--- src/rtl/vga_sync.sv ---
// vga_sync: free-running raster timing generator clocked at the pixel rate.
// Drives pixel coordinates x/y, VGA sync, active-video and frame strobes.
// All decoded outputs are registered from the next counter value, so they
// describe the same pixel as the x/y presented in the same cycle.
// Optional macro VGA_SYNC_ALIGN_EN: delays hsync/vsync/video_on by two more
// clocks to line up with drawing stages that use a registered ROM address
// followed by a registered ROM output. x/y, strobes and frame_cnt are not delayed.
module vga_sync #(
    parameter int H_ACTIVE = 640,
    parameter int H_FP     = 16,
    parameter int H_SYNC   = 96,
    parameter int H_BP     = 48,
    parameter int V_ACTIVE = 480,
    parameter int V_FP     = 10,
    parameter int V_SYNC   = 2,
    parameter int V_BP     = 33,
    parameter bit SYNC_POL = 1'b0
) (
    input  logic        clk,
    input  logic        rst,
    output logic [10:0] x,
    output logic [9:0]  y,
    output logic        hsync,
    output logic        vsync,
    output logic        video_on,
    output logic        line_start,
    output logic        frame_start,
    output logic        vblank_tick,
    output logic [15:0] frame_cnt
);

    localparam int H_TOTAL = H_ACTIVE + H_FP + H_SYNC + H_BP;
    localparam int V_TOTAL = V_ACTIVE + V_FP + V_SYNC + V_BP;

    localparam logic [10:0] H_LAST = 11'(H_TOTAL - 1);
    localparam logic [9:0]  V_LAST = 10'(V_TOTAL - 1);
    localparam logic [10:0] H_VIS  = 11'(H_ACTIVE);
    localparam logic [9:0]  V_VIS  = 10'(V_ACTIVE);
    localparam logic [10:0] HS_BEG = 11'(H_ACTIVE + H_FP);
    localparam logic [10:0] HS_END = 11'(H_ACTIVE + H_FP + H_SYNC - 1);
    localparam logic [9:0]  VS_BEG = 10'(V_ACTIVE + V_FP);
    localparam logic [9:0]  VS_END = 10'(V_ACTIVE + V_FP + V_SYNC - 1);

    // Counter widths are fixed by the port list; refuse timings that overflow them.
    if (H_TOTAL > 2048 || V_TOTAL > 1024) begin : g_size_chk
        $error("vga_sync: H_TOTAL/V_TOTAL do not fit x/y width");
    end

    logic [10:0] x_nxt;
    logic [9:0]  y_nxt;
    logic        hs_nxt, vs_nxt, vo_nxt, ls_nxt, fs_nxt, vt_nxt;
    logic        hs_r, vs_r, vo_r;

    // Next raster position: x wraps at end of line, y advances on that wrap.
    always_comb begin
        x_nxt = x + 11'd1;
        y_nxt = y;
        if (x == H_LAST) begin
            x_nxt = '0;
            y_nxt = (y == V_LAST) ? '0 : y + 10'd1;
        end
    end

    // Decode the upcoming pixel so the registered outputs match the new x/y.
    always_comb begin
        hs_nxt = (x_nxt >= HS_BEG && x_nxt <= HS_END) ? SYNC_POL : ~SYNC_POL;
        vs_nxt = (y_nxt >= VS_BEG && y_nxt <= VS_END) ? SYNC_POL : ~SYNC_POL;
        vo_nxt = (x_nxt < H_VIS) && (y_nxt < V_VIS);
        ls_nxt = (x_nxt == '0);
        fs_nxt = ls_nxt && (y_nxt == '0);
        vt_nxt = ls_nxt && (y_nxt == V_VIS);
    end

    // Raster counters.
    always_ff @(posedge clk or posedge rst) begin
        if (rst) begin
            x <= '0;
            y <= '0;
        end else begin
            x <= x_nxt;
            y <= y_nxt;
        end
    end

    // Registered decodes and the frame counter (bumps with the vblank strobe).
    always_ff @(posedge clk or posedge rst) begin
        if (rst) begin
            hs_r        <= ~SYNC_POL;
            vs_r        <= ~SYNC_POL;
            vo_r        <= 1'b0;
            line_start  <= 1'b0;
            frame_start <= 1'b0;
            vblank_tick <= 1'b0;
            frame_cnt   <= '0;
        end else begin
            hs_r        <= hs_nxt;
            vs_r        <= vs_nxt;
            vo_r        <= vo_nxt;
            line_start  <= ls_nxt;
            frame_start <= fs_nxt;
            vblank_tick <= vt_nxt;
            frame_cnt   <= frame_cnt + 16'(vt_nxt);
        end
    end

`ifdef VGA_SYNC_ALIGN_EN
    logic [1:0] hs_dly, vs_dly, vo_dly;

    // Two-stage delay of the pixel-qualifying outputs; idles at inactive levels.
    always_ff @(posedge clk or posedge rst) begin
        if (rst) begin
            hs_dly <= {2{~SYNC_POL}};
            vs_dly <= {2{~SYNC_POL}};
            vo_dly <= 2'b00;
        end else begin
            hs_dly <= {hs_dly[0], hs_r};
            vs_dly <= {vs_dly[0], vs_r};
            vo_dly <= {vo_dly[0], vo_r};
        end
    end

    assign hsync    = hs_dly[1];
    assign vsync    = vs_dly[1];
    assign video_on = vo_dly[1];
`else
    assign hsync    = hs_r;
    assign vsync    = vs_r;
    assign video_on = vo_r;
`endif

endmodule

--- config.mk ---
export PLATFORM = sky130hd
export DESIGN_NAME = vga_sync
export DESIGN_NICKNAME = d
export VERILOG_FILES = /design/src/rtl/vga_sync.sv
export SDC_FILE = /design/constraint.sdc
export NUM_CORES = 1
export LEC_CHECK = 0
export ABC_AREA = 1
export BUFFER_PORTS_ARGS = -buffer_cell sky130_fd_sc_hd__buf_2
export CELL_PAD_IN_SITES_DETAIL_PLACEMENT = 1
export CELL_PAD_IN_SITES_GLOBAL_PLACEMENT = 1
export CORE_ASPECT_RATIO = 2
export CORE_MARGIN = 2
export CORE_UTILIZATION = 44
export CTS_CLUSTER_DIAMETER = 50
export CTS_CLUSTER_SIZE = 12
export DETAILED_ROUTE_END_ITERATION = 16
export PLACE_DENSITY_LB_ADDON = 0.1
export REMOVE_ABC_BUFFERS = 1
export SLEW_MARGIN = 25
export SYNTH_ARGS = -nofsm -noshare
export SYNTH_HDL_FRONTEND = slang
export SYNTH_SLANG_ARGS = --single-unit
--- constraint.sdc ---
create_clock -name clk -period 5.25 [get_ports clk]
set_clock_uncertainty 0.2 [all_clocks]
set_input_delay 1.05 -clock clk [delete_from_list [all_inputs] [get_ports clk]]
set_output_delay 1.05 -clock clk [all_outputs]
set_load 0.005 [all_outputs]
== Word-level counts from Yosys, hierarchy flattened ==
Cells that the tools add are included.

* Muxes and demuxes: 5
* Reduce and logical (&&, ||, !) cells: 7
* $lt $le $gt $ge: 6
* Equality and inequality tests: 3
* Add/subtract/negate cells: 3

{| class="wikitable"
|+ Operator list
! kind !! number
|-
| two-way mux 10 bit || 2
|-
| adder 16 x 1 -> 16 bit || 1
|-
| adder 11 x 1 -> 11 bit (second input constant) || 1
|-
| == test 11 x 10 -> 1 bit (second input constant) || 1
|-
| greater-or-equal comparator 11 x 10 -> 1 bit (second input constant) || 1
|-
| <= comparator 11 x 10 -> 1 bit (second input constant) || 1
|-
| logical NOT 11 bit || 1
|-
| less-than comparator 11 x 10 -> 1 bit (second input constant) || 1
|-
| two-way mux 11 bit || 1
|-
| adder 10 x 1 -> 10 bit (second input constant) || 1
|-
| == test 10 bit (second input constant) || 1
|-
| == test 10 x 9 -> 1 bit (second input constant) || 1
|-
| greater-or-equal comparator 10 x 9 -> 1 bit (second input constant) || 1
|-
| <= comparator 10 x 9 -> 1 bit (second input constant) || 1
|-
| logical NOT 10 bit || 1
|-
| less-than comparator 10 x 9 -> 1 bit (second input constant) || 1
|-
| logical AND 1 bit || 5
|-
| two-way mux 1 bit || 2
|}

* Word-level logic and storage cells: 33
* Bits in registers: 43
* Input bits: 2
* Output and inout port bits: 43

== Depth between registers and ports, before layout ==
Gate-level depths: netlist of the first run.

* Word-level depth: 6
* Depth in mapped cells: 20
* Gate-level depth less buffers: 20

== Worst setup path after synthesis of the first run ==
OpenSTA, ideal clock, no wires.

* Kind: reg-to-reg
* From: reg x[0]
* To: reg frame_cnt[15]
* Period minus slack after synthesis: 3.115 ns
* Buffers on the path: 0
* Arrival: 2.793 ns
* Required time: 4.927 ns
* Library setup time: 0.123 ns
* Cell stages (with the launch flop): 18
* Setup slack: 2.135 ns
* Cells stage by stage: dfrtp_1 -> ha_1 -> nand2_2 -> nor2_8 -> nand3_4 -> nor2_4 -> xor2_2 -> nand2_2 -> nor2_4 -> inv_2 -> nor2_2 -> ha_1 -> nand3_1 -> nor2_1 -> nand4_1 -> nor3_1 -> nand4_1 -> xnor2_1

* Cells in the longest elaborated chain, start to end: 5
* Elaborated cells on any way between the ends: 8
* Those cells by class: 2 x add/sub; 2 x eq/ne; 2 x mux; 2 x reduce/logical

{| class="wikitable"
|+ RTL lines
! what !! line !! RTL
|-
| from (decl) || 21 || <nowiki>output logic [10:0] x,</nowiki>
|-
| from (signal assigned) || 80 || <nowiki>x <= x_nxt;</nowiki>
|-
| == test 11 x 10 -> 1 bit || 58 || <nowiki>if (x == H_LAST) begin</nowiki>
|-
| two-way mux 10 bit || 58 ||
|-
| net y_nxt[7] || 50 || <nowiki>logic [9:0] y_nxt;</nowiki>
|-
| == test 10 x 9 -> 1 bit || 71 || <nowiki>vt_nxt = ls_nxt && (y_nxt == V_VIS);</nowiki>
|-
| logical AND 1 bit || 71 ||
|-
| net vt_nxt || 51 || <nowiki>logic hs_nxt, vs_nxt, vo_nxt, ls_nxt, fs_nxt, vt_nxt;</nowiki>
|-
| adder 16 x 1 -> 16 bit || 102 || <nowiki>frame_cnt <= frame_cnt + 16'(vt_nxt);</nowiki>
|-
| to (signal assigned) || 102 ||
|-
| to (decl) || 29 || <nowiki>output logic [15:0] frame_cnt</nowiki>
|}

The timed path passes the listed nets, and every way through them passes these cells.

== Worst setup path in the final report of the first run ==
* From: reg x[0]
* To: reg frame_cnt[15]

* Cells in the longest elaborated chain, start to end: 5
* Elaborated cells on any way between the ends: 8
* Those cells by class: 2 x add/sub; 2 x eq/ne; 2 x mux; 2 x reduce/logical

{| class="wikitable"
|+ RTL lines
! what !! line !! RTL
|-
| adder 11 x 1 -> 11 bit or == test 11 x 10 -> 1 bit (tied branches) || 56, 58 ||
|-
| two-way mux 11 bit * || 58 ||
|-
| logical NOT 11 bit * || 69 || <nowiki>ls_nxt = (x_nxt == '0);</nowiki>
|-
| net ls_nxt || 51 ||
|-
| logical AND 1 bit * || 71 ||
|-
| net vt_nxt || 51 ||
|-
| adder 16 x 1 -> 16 bit * || 102 ||
|}

Mark *: on every way through the listed nets, which the timed path passes. The rest lies on a longest branch.

==> impl_summary.txt, run 1 <==
----------------------------------------------------
[Run status]
  Outcome ... finished clean

[Floorplan]
  Area of the die ... 0.00607 sq mm
  Row cnt ... 38
  DIE HEIGHT ... 108 um
  Core area ... 0.00533 sq mm
  Starting Density ... 44.8%
  Die width ... 56.1 um
  Number of placed I/O pins ... 45

[Routing]
  Vias per cell ... 5.06
  Detailed-route via count ... 2,043
  DRC violation total after the first TritonRoute iteration ... 47
  Final routed wire length divided by cell count ... 14.3 um
  Total Wirelength ... 5780 um
  Detailed-routing iteration count for the pre-antenna-repair pass ... 4
  Post-detailed-route count of antenna-violating nets ... 0
  Total DRC errors in the routed layout ... 0

[Finish]
  Most frequent standard cell in the layout excluding fill and tap cells ... sky130_fd_sc_hd__nand2_1
  Multi-input gate area in the final layout ... 0.00111 sq mm
  Highest-count cells in the layout ignoring fill and taps ... 71 x sky130_fd_sc_hd__nand2_1, 47 x sky130_fd_sc_hd__inv_1, 44 x sky130_fd_sc_hd__buf_2
  Share of layout cells above drive strength 1 ... 24.4%
  Count of fill cells added during filler insertion ... 709
  Area added between synthesis and finish ... 17.9%
  Finished Cell Area ... 0.00282 sq mm
  NumNets Final ... 352
  Antenna cells ... 0
  Flip-flop and latch area ... 0.00108 sq mm

[Global route]
  First-pass GRT wire length ... 9800 um
  Via count of the first global-routing pass ... 2,097
  Initial antenna violation count ... 0
  Pin count of the biggest net entering global routing ... 44
  Gr usage total ... 21.1%
  Total overflow reported by the global router ... 0

[STA]
  RSZ-0062 raised after global routing ... false
  Measured slew at the worst slew-check pin ... 558 ps
  Final TNS setup ... 0 ps
  Fmax ... 0.274 GHz
  Relative slew slack ... 62.8%
  Final setup violation count ... 0
  Minimum clock period after layout ... 3650 ps
  Final max-slew violation count ... 0
  Worst hold slack across all endpoints ... 313 ps
  Period Utilization, post-route ... 69.5%
  Final Hold Violating Endpoints ... 0

[Clock network]
  Buffer levels on the longest clock path ... 2
  Root cell of the clock tree ... sky130_fd_sc_hd__clkbuf_8
  CTS tree ... done
  Count of buffers added by post-CTS timing repair for setup ... 0
  Number of clock buffers inserted by TritonCTS ... 5
  H-tree levels ... 2
  Resized cells post-CTS ... 0
  Clock transition time at the flip-flop clock pins of the worst setup and hold paths ... 80 ps
  Hold buffers post-CTS ... 0
  Worst-Skew Late Latency ... 300 ps
  Num Clock Sinks ... 43

[Yosys]
  Post-synthesis simple-gate area fraction ... 33.0%
  Synth unique cells ... 30
  Netlist area before placement ... 0.00239 sq mm
  Multiplexer fraction of the synthesized cell area ... 0%
  Post-synthesis cell type with the largest combined area ... sky130_fd_sc_hd__dfrtp_1
  Compound-Gate Fraction of Synth Area ... 3.41%
  Area fraction of the dominant cell type after synthesis ... 43.0%
  Adder and majority gate portion of the synthesized area ... 3.67%
  Number of warnings reported in the yosys synthesis log ... 0
  Fraction of synthesized cell area in xor and xnor cells ... 6.55%
  Per-instance average area after synthesis ... 8.18 sq um
  Largest cells by area after synthesis ... sky130_fd_sc_hd__dfrtp_1 43%, sky130_fd_sc_hd__nand2_1 11%, sky130_fd_sc_hd__inv_1 7.5%, sky130_fd_sc_hd__nor2_1 4.7%, sky130_fd_sc_hd__nand3_1 4.4%
  Syn Inst Count ... 292
  Part of the Yosys area used for sequential elements ... 45.2%
  Flip-flop and latch count after synthesis ... 43
  Largest family of logic cells by synthesized area ... simple AND/OR/NAND/NOR gates

[Placement]
  Number of input and output port buffers inserted ... 44
  Weighted congestion reported at the end of routability-driven placement ... 0.865
  Post-DP HPWL ... 4590 um
  Post-place instance area ... 0.00268 sq mm

[Worst hold path]
  HP Class ... reg2reg

[Pwr]
  Power density over the cells ... 228 mW/mm^2
  Leakage power summed over all cells ... 1.59 nW
  Maximum vdd drop ... 209 uV

[Job]
  MaxCap Viol Count ... 0

[Worst setup path]
  Highest fanout seen on the critical path ... 7
  Capturing element type of the critical path ... flop
  Type of origin of the critical path ... flop
  Critical Path RT ... 5240 ps
  Path type of the worst setup path ... reg2reg
  Arrival time reported for the critical path endpoint ... 3640 ps

----------------------------------------------------
==> kinds of logic (layout without fill, tap and decap cells) <==
family          after synthesis  after routing
fa+ha+maj                     7              7
compound gates               12             12
buf+inv                      51            103
xor+xnor                     17             17
simple gates                162            162
flops                        43             43
==> final timing paths <==
check / startpoint / to / slack [ps] / cells after the start
max: x[0] / frame_cnt[15] / 1600 / 18
min: frame_cnt[14] / frame_cnt[14] / 310 / 1
max reg2reg: x[0] / frame_cnt[15] / 1600 / 18
min reg2reg: frame_cnt[14] / frame_cnt[14] / 310 / 1
max in group asynchronous: rst / hsync / 3790 / 3
min in group asynchronous: rst / frame_cnt[7] / 660 / 3
==> power by group <==
group	switching, mW	total (mW)	internal, mW
clock network	0.113	0.303	0.190
registers	0	0.331	0.331
logic	0.00651	0.00733	0.000814
==> final cells by class <==
type,count,share of cell area (%)
inverters,50,6.67
clock buffers,6,2.58
repair buffers,45,8.09
flip-flops and latches,43,38.3
multi-input cells,198,39.6
well taps,60,2.67
clock inverters,2,2.13
==> Yosys cell counts <==
cell                         n
sky130_fd_sc_hd__nand2_1    71
sky130_fd_sc_hd__inv_1      48
sky130_fd_sc_hd__dfrtp_1    41
sky130_fd_sc_hd__nor2_1     30
sky130_fd_sc_hd__nand3_1    21
sky130_fd_sc_hd__xor2_1     10
sky130_fd_sc_hd__nand4_1     8
sky130_fd_sc_hd__ha_1        7
sky130_fd_sc_hd__nor2_2      7
sky130_fd_sc_hd__nor3_1      7
sky130_fd_sc_hd__nand2_2     6
sky130_fd_sc_hd__xnor2_1     6
sky130_fd_sc_hd__nor2_4      4
sky130_fd_sc_hd__o21ai_0     4
sky130_fd_sc_hd__nand3_2     3
sky130_fd_sc_hd__a21oi_1     2
sky130_fd_sc_hd__a21oi_2     2
sky130_fd_sc_hd__dfstp_2     2
sky130_fd_sc_hd__inv_2       2
sky130_fd_sc_hd__a21o_2      1
sky130_fd_sc_hd__buf_4       1
sky130_fd_sc_hd__nand2_4     1
sky130_fd_sc_hd__nand3_4     1
sky130_fd_sc_hd__nand3b_1    1
sky130_fd_sc_hd__nor2_8      1
sky130_fd_sc_hd__o2111ai_1   1
sky130_fd_sc_hd__o21ai_2     1
sky130_fd_sc_hd__o21bai_1    1
sky130_fd_sc_hd__or2_1       1
sky130_fd_sc_hd__xor2_2      1
==> metal layers <==
metal  wire [um]  vias up  share of wire, %  track usage (%)
met5           0        -                 0                0
met4         120        0               2.1             9.69
met3         177       10               3.1             4.67
met2        2930       34                51             34.4
met1        2550      992                44             26.4
li1            -     1007                 -                -
==> flip-flops by register name, summed over array words and instances, names as in the netlist <==
register	flops
frame_cnt	16
x	11
video_on	1
vsync	1
hsync	1
frame_start	1
vblank_tick	1
line_start	1
y	10
==> metrics by stage <==
step	power [mW]	instances	worst slack [ps]	util [%]
after floorplan	0.342	291	2130	-
after global placement	0.345	396	1730	50.4
after detailed placement	0.345	396	1570	50.4
after CTS	0.654	404	1530	52.9
after global routing	0.665	404	1110	52.9
final	0.641	404	1600	52.9
==> worst max-delay path: stages (launching register included) <==
cell and delay [ps]:
sky130_fd_sc_hd__dfrtp_1 430, sky130_fd_sc_hd__ha_1 250, sky130_fd_sc_hd__nand2_2 120, sky130_fd_sc_hd__nor2_8 200, sky130_fd_sc_hd__nand3_2 160, sky130_fd_sc_hd__nand2_1 130
sky130_fd_sc_hd__nand2_1 70, sky130_fd_sc_hd__nor2_1 150, sky130_fd_sc_hd__nand2_1 80, sky130_fd_sc_hd__nor2_2 150, sky130_fd_sc_hd__nand3_2 110, sky130_fd_sc_hd__nor2_2 110
sky130_fd_sc_hd__ha_1 200, sky130_fd_sc_hd__nand3_1 130, sky130_fd_sc_hd__nor2_1 160, sky130_fd_sc_hd__nand4_1 190, sky130_fd_sc_hd__nor3_1 350, sky130_fd_sc_hd__nand4_1 180
sky130_fd_sc_hd__xnor2_1 170
Power figures use the tool's default switching activity.
==> run 2, diff against run 1 <==
Settings changed: ABC_AREA 1 to 0, CORE_UTILIZATION 44 to 38.
Clock period 5.25 ns to 2.9 ns, I/O delays scaled along.
==> run 2 against run 1 <==
Net effect: area after synthesis down 5.8%; synthesized cell count down 24%; setup slack worse by 2100 ps; critical path depth down 4; combinational power up 110%; clock power up 110%; utilization up 9.2 points; wire length up 36%; cell count up 3.0%; the flow now finishes with violations (setup timing); cell area up 26%; critical path type unchanged; critical endpoint unchanged.
==> impl_summary.txt, run 2 <==
----------------------------------------------------
[Worst setup path]
  Highest fanout seen on the critical path ... 5
  Path type of the worst setup path ... reg2reg
  Capturing element type of the critical path ... flop
  WP buf/inv ... 1
  Critical Path RT ... 2880 ps
  Arrival time reported for the critical path endpoint ... 3420 ps
  Largest stage delay, worst path ... 440 ps
  Slowest stage cell on the critical path ... sky130_fd_sc_hd__dfrtp_1
  Logic depth of the worst register-to-register path ... 14
  Instance count on the critical path ... 14
  CP delay by family, top ... simple AND/OR/NAND/NOR gates
  Type of origin of the critical path ... flop
  CP Cell Sequence ... nor4_4 > nor3b_4 > buf_12 > nand4_1 > xnor2_2 > nand4_1 > nor3b_4 > ha_4 > nand2_2 > nor2_2 > nor2b_4 > and3_4 > nand3_2 > xnor2_1

[Routing]
  Vias per cell ... 5.33
  Final routed wire length divided by cell count ... 18.9 um
  Total Wirelength ... 7880 um
  Detailed-route via count ... 2,218
  Detailed-routing iteration count for the pre-antenna-repair pass ... 4
  DRC violation total after the first TritonRoute iteration ... 56
  Total DRC errors in the routed layout ... 0
  Post-detailed-route count of antenna-violating nets ... 0

[Finish]
  Highest-count cells in the layout ignoring fill and taps ... 82 x sky130_fd_sc_hd__buf_4, 44 x sky130_fd_sc_hd__buf_2, 41 x sky130_fd_sc_hd__dfrtp_1
  Antenna cells ... 0
  Final cell count without fillers ... 416
  NumNets Final ... 363
  Biggest register ... frame_cnt
  Share of layout cells above drive strength 1 ... 48.7%
  Most frequent standard cell in the layout excluding fill and tap cells ... sky130_fd_sc_hd__buf_4
  Count of fill cells added during filler insertion ... 657
  Finished Cell Area ... 0.00354 sq mm
  Flip-flop count of the largest register, all copies and words added ... 16
  Area added between synthesis and finish ... 57.5%
  Top Registers ... frame_cnt (16), x (11), y (10)

[Clock network]
  Root cell of the clock tree ... sky130_fd_sc_hd__clkbuf_16
  Number of clock buffers inserted by TritonCTS ... 5
  Hold buffers post-CTS ... 0
  Clock transition time at the flip-flop clock pins of the worst setup and hold paths ... 60 ps
  Buffer levels on the longest clock path ... 2
  Worst-Skew Late Latency ... 290 ps
  Num Clock Sinks ... 43
  H-tree levels ... 2
  CTS tree ... done

[Yosys]
  Netlist area before placement ... 0.00225 sq mm
  Number of warnings reported in the yosys synthesis log ... 0
  Cell types with the highest counts after synthesis ... 41 x sky130_fd_sc_hd__dfrtp_1, 23 x sky130_fd_sc_hd__nand2_1, 17 x sky130_fd_sc_hd__xnor2_1
  Flip-flop and latch count after synthesis ... 43
  Number of enable-type register cells in the synthesized netlist ... 0
  Post-synthesis cell type with the largest combined area ... sky130_fd_sc_hd__dfrtp_1
  Synth unique cells ... 48
  Per-instance average area after synthesis ... 10.2 sq um
  Largest cells by area after synthesis ... sky130_fd_sc_hd__dfrtp_1 46%, sky130_fd_sc_hd__xnor2_1 6.6%, sky130_fd_sc_hd__ha_1 3.9%, sky130_fd_sc_hd__nand2_1 3.8%, sky130_fd_sc_hd__nand4_1 3.3%
  Async set or reset register ratio after synthesis ... 100%
  Most used standard cell by instance count after synthesis ... sky130_fd_sc_hd__dfrtp_1
  Syn Inst Count ... 221
  Part of the Yosys area used for sequential elements ... 47.9%
  Area fraction of the dominant cell type after synthesis ... 45.6%
  Most used flip-flop cell after synthesis ... sky130_fd_sc_hd__dfrtp_1

[Floorplan]
  Row cnt ... 39
  Number of placed I/O pins ... 45
  Core area ... 0.00571 sq mm
  Die width ... 58.4 um
  Starting Density ... 39.4%
  Area of the die ... 0.00659 sq mm
  DIE HEIGHT ... 113 um

[Placement]
  Post-place instance area ... 0.00307 sq mm
  Weighted congestion reported at the end of routability-driven placement ... 0.812
  Number of input and output port buffers inserted ... 44
  Post-DP HPWL ... 5250 um
  Placed Cells ... 392

[STA]
  Worst path setup slack after routing ... -544 ps
  Minimum clock period after layout ... 3440 ps
  Final max-slew violation count ... 0
  Relative slew slack ... 60.4%
  Worst hold slack across all endpoints ... 151 ps
  RSZ-0062 raised after global routing ... true
  Period Utilization, post-route ... 119%
  Final Hold Violating Endpoints ... 0
  Final TNS setup ... -5610 ps
  Measured slew at the worst slew-check pin ... 593 ps
  Fmax ... 0.290 GHz
  Final setup violation count ... 16

[Pwr]
  Total power consumption of the routed design ... 1.26 mW
  Maximum vdd drop ... 424 uV
  Leakage power summed over all cells ... 1.80 nW
  Power density over the cells ... 357 mW/mm^2

[Global route]
  Total overflow reported by the global router ... 0
  Initial antenna violation count ... 0
  Gr usage total ... 26.0%
  First-pass GRT wire length ... 12,900 um
  Pin count of the biggest net entering global routing ... 28
  Via count of the first global-routing pass ... 2,525

[Worst hold path]
  HP Class ... in2async

[Run status]
  Violations in the final reports ... setup timing
  Outcome ... finished with violations

[Job]
  MaxCap Viol Count ... 0

----------------------------------------------------
run 2: changes by cell type after synthesis, moves of 7 or more:
| cell | previous run | this run |
|---|---|---|
| sky130_fd_sc_hd__nand2_1 | 71 | 23 |
| sky130_fd_sc_hd__xnor2_1 | 6 | 17 |
| sky130_fd_sc_hd__nor2_2 | 7 | 0 |
| sky130_fd_sc_hd__nand3_1 | 21 | 14 |
| sky130_fd_sc_hd__nor2_1 | 30 | 15 |
| sky130_fd_sc_hd__inv_1 | 48 | 10 |
run 2: power by group:
part | total [mW] | switching (mW) | internal [mW]
registers | 0.600 | 0 | 0.600
logic | 0.0152 | 0.0128 | 0.00236
clock network | 0.650 | 0.243 | 0.406
run 2: routing by layer:
layer | GRT usage [%] | vias to the layer above | wire, um
met3 | 3.66 | 16 | 183
met4 | 11.0 | 0 | 208
met1 | 26.8 | 1117 | 2860
met2 | 49.4 | 43 | 4630
met5 | 0 | - | 0
li1 | - | 1042 | -
run 2: cell type report:
class | count | area (sq um) | share of cell area (%)
clock buffers | 5 | 125 | 3.53
well taps | 61 | 76.3 | 2.15
inverters | 10 | 37.5 | 1.06
multi-input cells | 160 | 1230 | 34.7
flip-flops and latches | 43 | 1080 | 30.4
repair buffers | 134 | 951 | 26.8
clock inverters | 3 | 43.8 | 1.24
run 2: cells by family after synthesis:
kind of cell               count (synthesis)  synth area share (%)
buffers and inverters                     18                  3.45
adders and majority gates                  7                  3.89
muxes                                      1                 0.667
AOI/OAI and AO/OA                         28                  8.62
and+or+nand+nor                           98                  25.0
xor gates and xnor gates                  26                  10.5
DFF                                       43                  47.9
run 2: final timing paths:
| kind | from | end | slack, ps |
|---|---|---|---|
| min in group clk | frame_cnt[15] | frame_cnt[15] | 280 |
| worst max register to register | x[10] | frame_cnt[15] | -540 |
| worst min-delay path | rst | x[2] | 150 |
| max in group asynchronous | rst | vsync | 1710 |
| worst max-delay path | x[10] | frame_cnt[15] | -540 |
| worst min register to register | frame_cnt[15] | frame_cnt[15] | 280 |
run 2: stage by stage:
step	setup WS, ps	utilization, %
2_1_floorplan	-673	-
3_3_place_gp	-540	53.8
3_5_place_dp	-772	53.8
4_1_cts	-465	61.9
5_1_grt	-723	62.1
6_report	-544	62.1
run 2: repair_timing:
item,CTS,global route
cloned,1,0
setup buffers,15,6
gates resized for setup,36,5
setup endpoints to repair,15,17
pin swaps,10,11
==> run 3, diff against run 2 <==
Settings changed: CORE_UTILIZATION 38 to 42, MAX_ROUTING_LAYER set to met4.
Clock period 2.9 ns to 3.75 ns, I/O delays scaled along.
==> run 3 against run 2 <==
Net effect: the run now ends clean; non-clock buffer count down 66; worst hold slack better by 2.3 ps; clock power down 56%; highest routed layer unchanged.
==> impl_summary.txt, run 3 (synthesis gave the netlist of run 2 again) <==
----------------------------------------------------
[Clock network]
  Worst-Skew Late Latency ... 300 ps
  Root cell of the clock tree ... sky130_fd_sc_hd__clkbuf_8
  H-tree levels ... 2
  Hold buffers post-CTS ... 0
  Buffer levels on the longest clock path ... 2
  Num Clock Sinks ... 43
  CTS tree ... done
  Number of clock buffers inserted by TritonCTS ... 5
  Clock transition time at the flip-flop clock pins of the worst setup and hold paths ... 80 ps

[Finish]
  Highest-count cells in the layout ignoring fill and taps ... 44 x sky130_fd_sc_hd__buf_2, 41 x sky130_fd_sc_hd__dfrtp_1, 24 x sky130_fd_sc_hd__buf_4
  NumNets Final ... 297
  Most frequent standard cell in the layout excluding fill and tap cells ... sky130_fd_sc_hd__buf_2
  Count of fill cells added during filler insertion ... 621
  Finished Cell Area ... 0.00280 sq mm
  Share of layout cells above drive strength 1 ... 31.8%
  Top Registers ... frame_cnt (16), x (11), y (10)
  Area added between synthesis and finish ... 24.6%
  Antenna cells ... 0
  Final cell count without fillers ... 347
  Flip-flop count of the largest register, all copies and words added ... 16
  Biggest register ... frame_cnt

[Job]
  MaxCap Viol Count ... 0

[Worst hold path]
  HP Class ... in2async

[Pwr]
  Maximum vdd drop ... 350 uV
  Leakage power summed over all cells ... 1.40 nW
  Total power consumption of the routed design ... 0.760 mW
  Power density over the cells ... 271 mW/mm^2

[STA]
  Final Hold Violating Endpoints ... 0
  Relative slew slack ... 69.8%
  Period Utilization, post-route ... 92.0%
  Final setup violation count ... 0
  Final max-slew violation count ... 0
  Measured slew at the worst slew-check pin ... 452 ps
  Fmax ... 0.290 GHz
  Minimum clock period after layout ... 3450 ps

[Routing]
  Post-detailed-route count of antenna-violating nets ... 0
  Final routed wire length divided by cell count ... 16.7 um
  Detailed-routing iteration count for the pre-antenna-repair pass ... 4
  Total DRC errors in the routed layout ... 0
  DRC violation total after the first TritonRoute iteration ... 29
  Total Wirelength ... 5800 um
  Detailed-route via count ... 1,905
  Vias per cell ... 5.49

[Global route]
  Pin count of the biggest net entering global routing ... 35
  Initial antenna violation count ... 0
  Gr usage total ... 21.3%
  First-pass GRT wire length ... 9600 um
  Total overflow reported by the global router ... 0
  Via count of the first global-routing pass ... 2,005

[Floorplan]
  DIE HEIGHT ... 108 um
  Starting Density ... 43.8%
  Area of the die ... 0.00599 sq mm
  Core area ... 0.00514 sq mm
  Number of placed I/O pins ... 45
  Row cnt ... 37
  Die width ... 55.8 um

[Placement]
  Number of input and output port buffers inserted ... 44
  Weighted congestion reported at the end of routability-driven placement ... 0.866
  Post-place instance area ... 0.00265 sq mm
  Post-DP HPWL ... 4440 um
  Placed Cells ... 334

[Worst setup path]
  Critical Path RT ... 3740 ps
  Highest fanout seen on the critical path ... 8
  Arrival time reported for the critical path endpoint ... 3440 ps
  Capturing element type of the critical path ... flop
  Type of origin of the critical path ... flop
  Path type of the worst setup path ... reg2reg

[Run status]
  Outcome ... finished clean

----------------------------------------------------
[run 3: cell count changes in the layout (fill, tap and decap cells not counted), moves of 2 or more]
cell,before,now
sky130_fd_sc_hd__buf_4,82,24
sky130_fd_sc_hd__buf_6,6,0
sky130_fd_sc_hd__clkbuf_1,0,2
sky130_fd_sc_hd__clkbuf_16,5,0
sky130_fd_sc_hd__clkbuf_8,0,5
sky130_fd_sc_hd__ha_1,4,7
sky130_fd_sc_hd__ha_4,3,0
sky130_fd_sc_hd__nand2_1,21,23
sky130_fd_sc_hd__nand3_1,9,14
sky130_fd_sc_hd__nand3_2,4,0
[run 3: repair_timing]
item,in CTS,in global routing
gates resized for setup,3,6
pin swaps,1,1
endpoints found under the hold margin,0,0
endpoints found under the setup margin,9,9
buffers inserted,3,2
[run 3: cell type report]
cell class	count	area, sq um	share of cell area [%]
Clock buffer	7	76.3	2.72
Clock inverter	1	5.00	0.178
Inverter	10	37.5	1.34
Multi-Input combinational cell	160	1130	40.4
Sequential cell	43	1080	38.5
Tap cell	58	72.6	2.59
Timing Repair Buffer	68	400	14.3
[run 3: path summary, 6_finish.rpt]
| kind | start | endpoint | slack, ps | cells past startpoint |
|---|---|---|---|---|
| max | x[1] | frame_cnt[14] | 300 | 15 |
| min | rst | frame_cnt[12] | 150 | 2 |
| max reg2reg | x[1] | frame_cnt[14] | 300 | 15 |
| min reg2reg | frame_cnt[11] | frame_cnt[11] | 290 | 1 |
| max in group asynchronous | rst | vsync | 2450 | 3 |
| min in group clk | frame_cnt[11] | frame_cnt[11] | 290 | 1 |
[run 3: where the power goes]
part	leakage (nW)	switching, mW	total, mW	internal, mW
clock	0.0422	0.156	0.287	0.131
combinational	0.785	0.00913	0.0103	0.00112
sequential	0.574	0	0.463	0.463
[run 3: critical path, cell delays in order, from the launching register on]
cell and delay [ps]:
sky130_fd_sc_hd__dfrtp_1 360, sky130_fd_sc_hd__ha_1 240, sky130_fd_sc_hd__nand4_1 130, sky130_fd_sc_hd__buf_4 180, sky130_fd_sc_hd__nor3b_4 150, sky130_fd_sc_hd__buf_4 180
sky130_fd_sc_hd__nand3_1 110, sky130_fd_sc_hd__mux2_4 340, sky130_fd_sc_hd__nand2b_4 150, sky130_fd_sc_hd__nor3b_2 220, sky130_fd_sc_hd__ha_1 240, sky130_fd_sc_hd__ha_1 160
sky130_fd_sc_hd__nand3_1 110, sky130_fd_sc_hd__nor2_2 260, sky130_fd_sc_hd__nand4_1 160, sky130_fd_sc_hd__xnor2_1 140
[run 3: metal layers]
metal / GRT usage (%) / vias up / part of all wire [%] / wire length, um
met5: - / - / 0 / 0
met1: 22.0 / 955 / 38 / 2200
met3: 3.25 / 8 / 2.5 / 146
li1: - / 910 / - / -
met2: 39.1 / 32 / 57 / 3330
met4: 9.58 / 0 / 2.2 / 128
[run 3: metrics by stage]
stage	hold WS (ps)	TNS, ps	utilization (%)	setup slack (ps)
floorplan	268	0	-	177
global placement	270	0	51.5	30.1
detailed placement	279	-479	51.5	-135
CTS	154	0	53.8	86.0
global route	167	-45.3	54.6	-22.9
finish	153	0	54.6	302
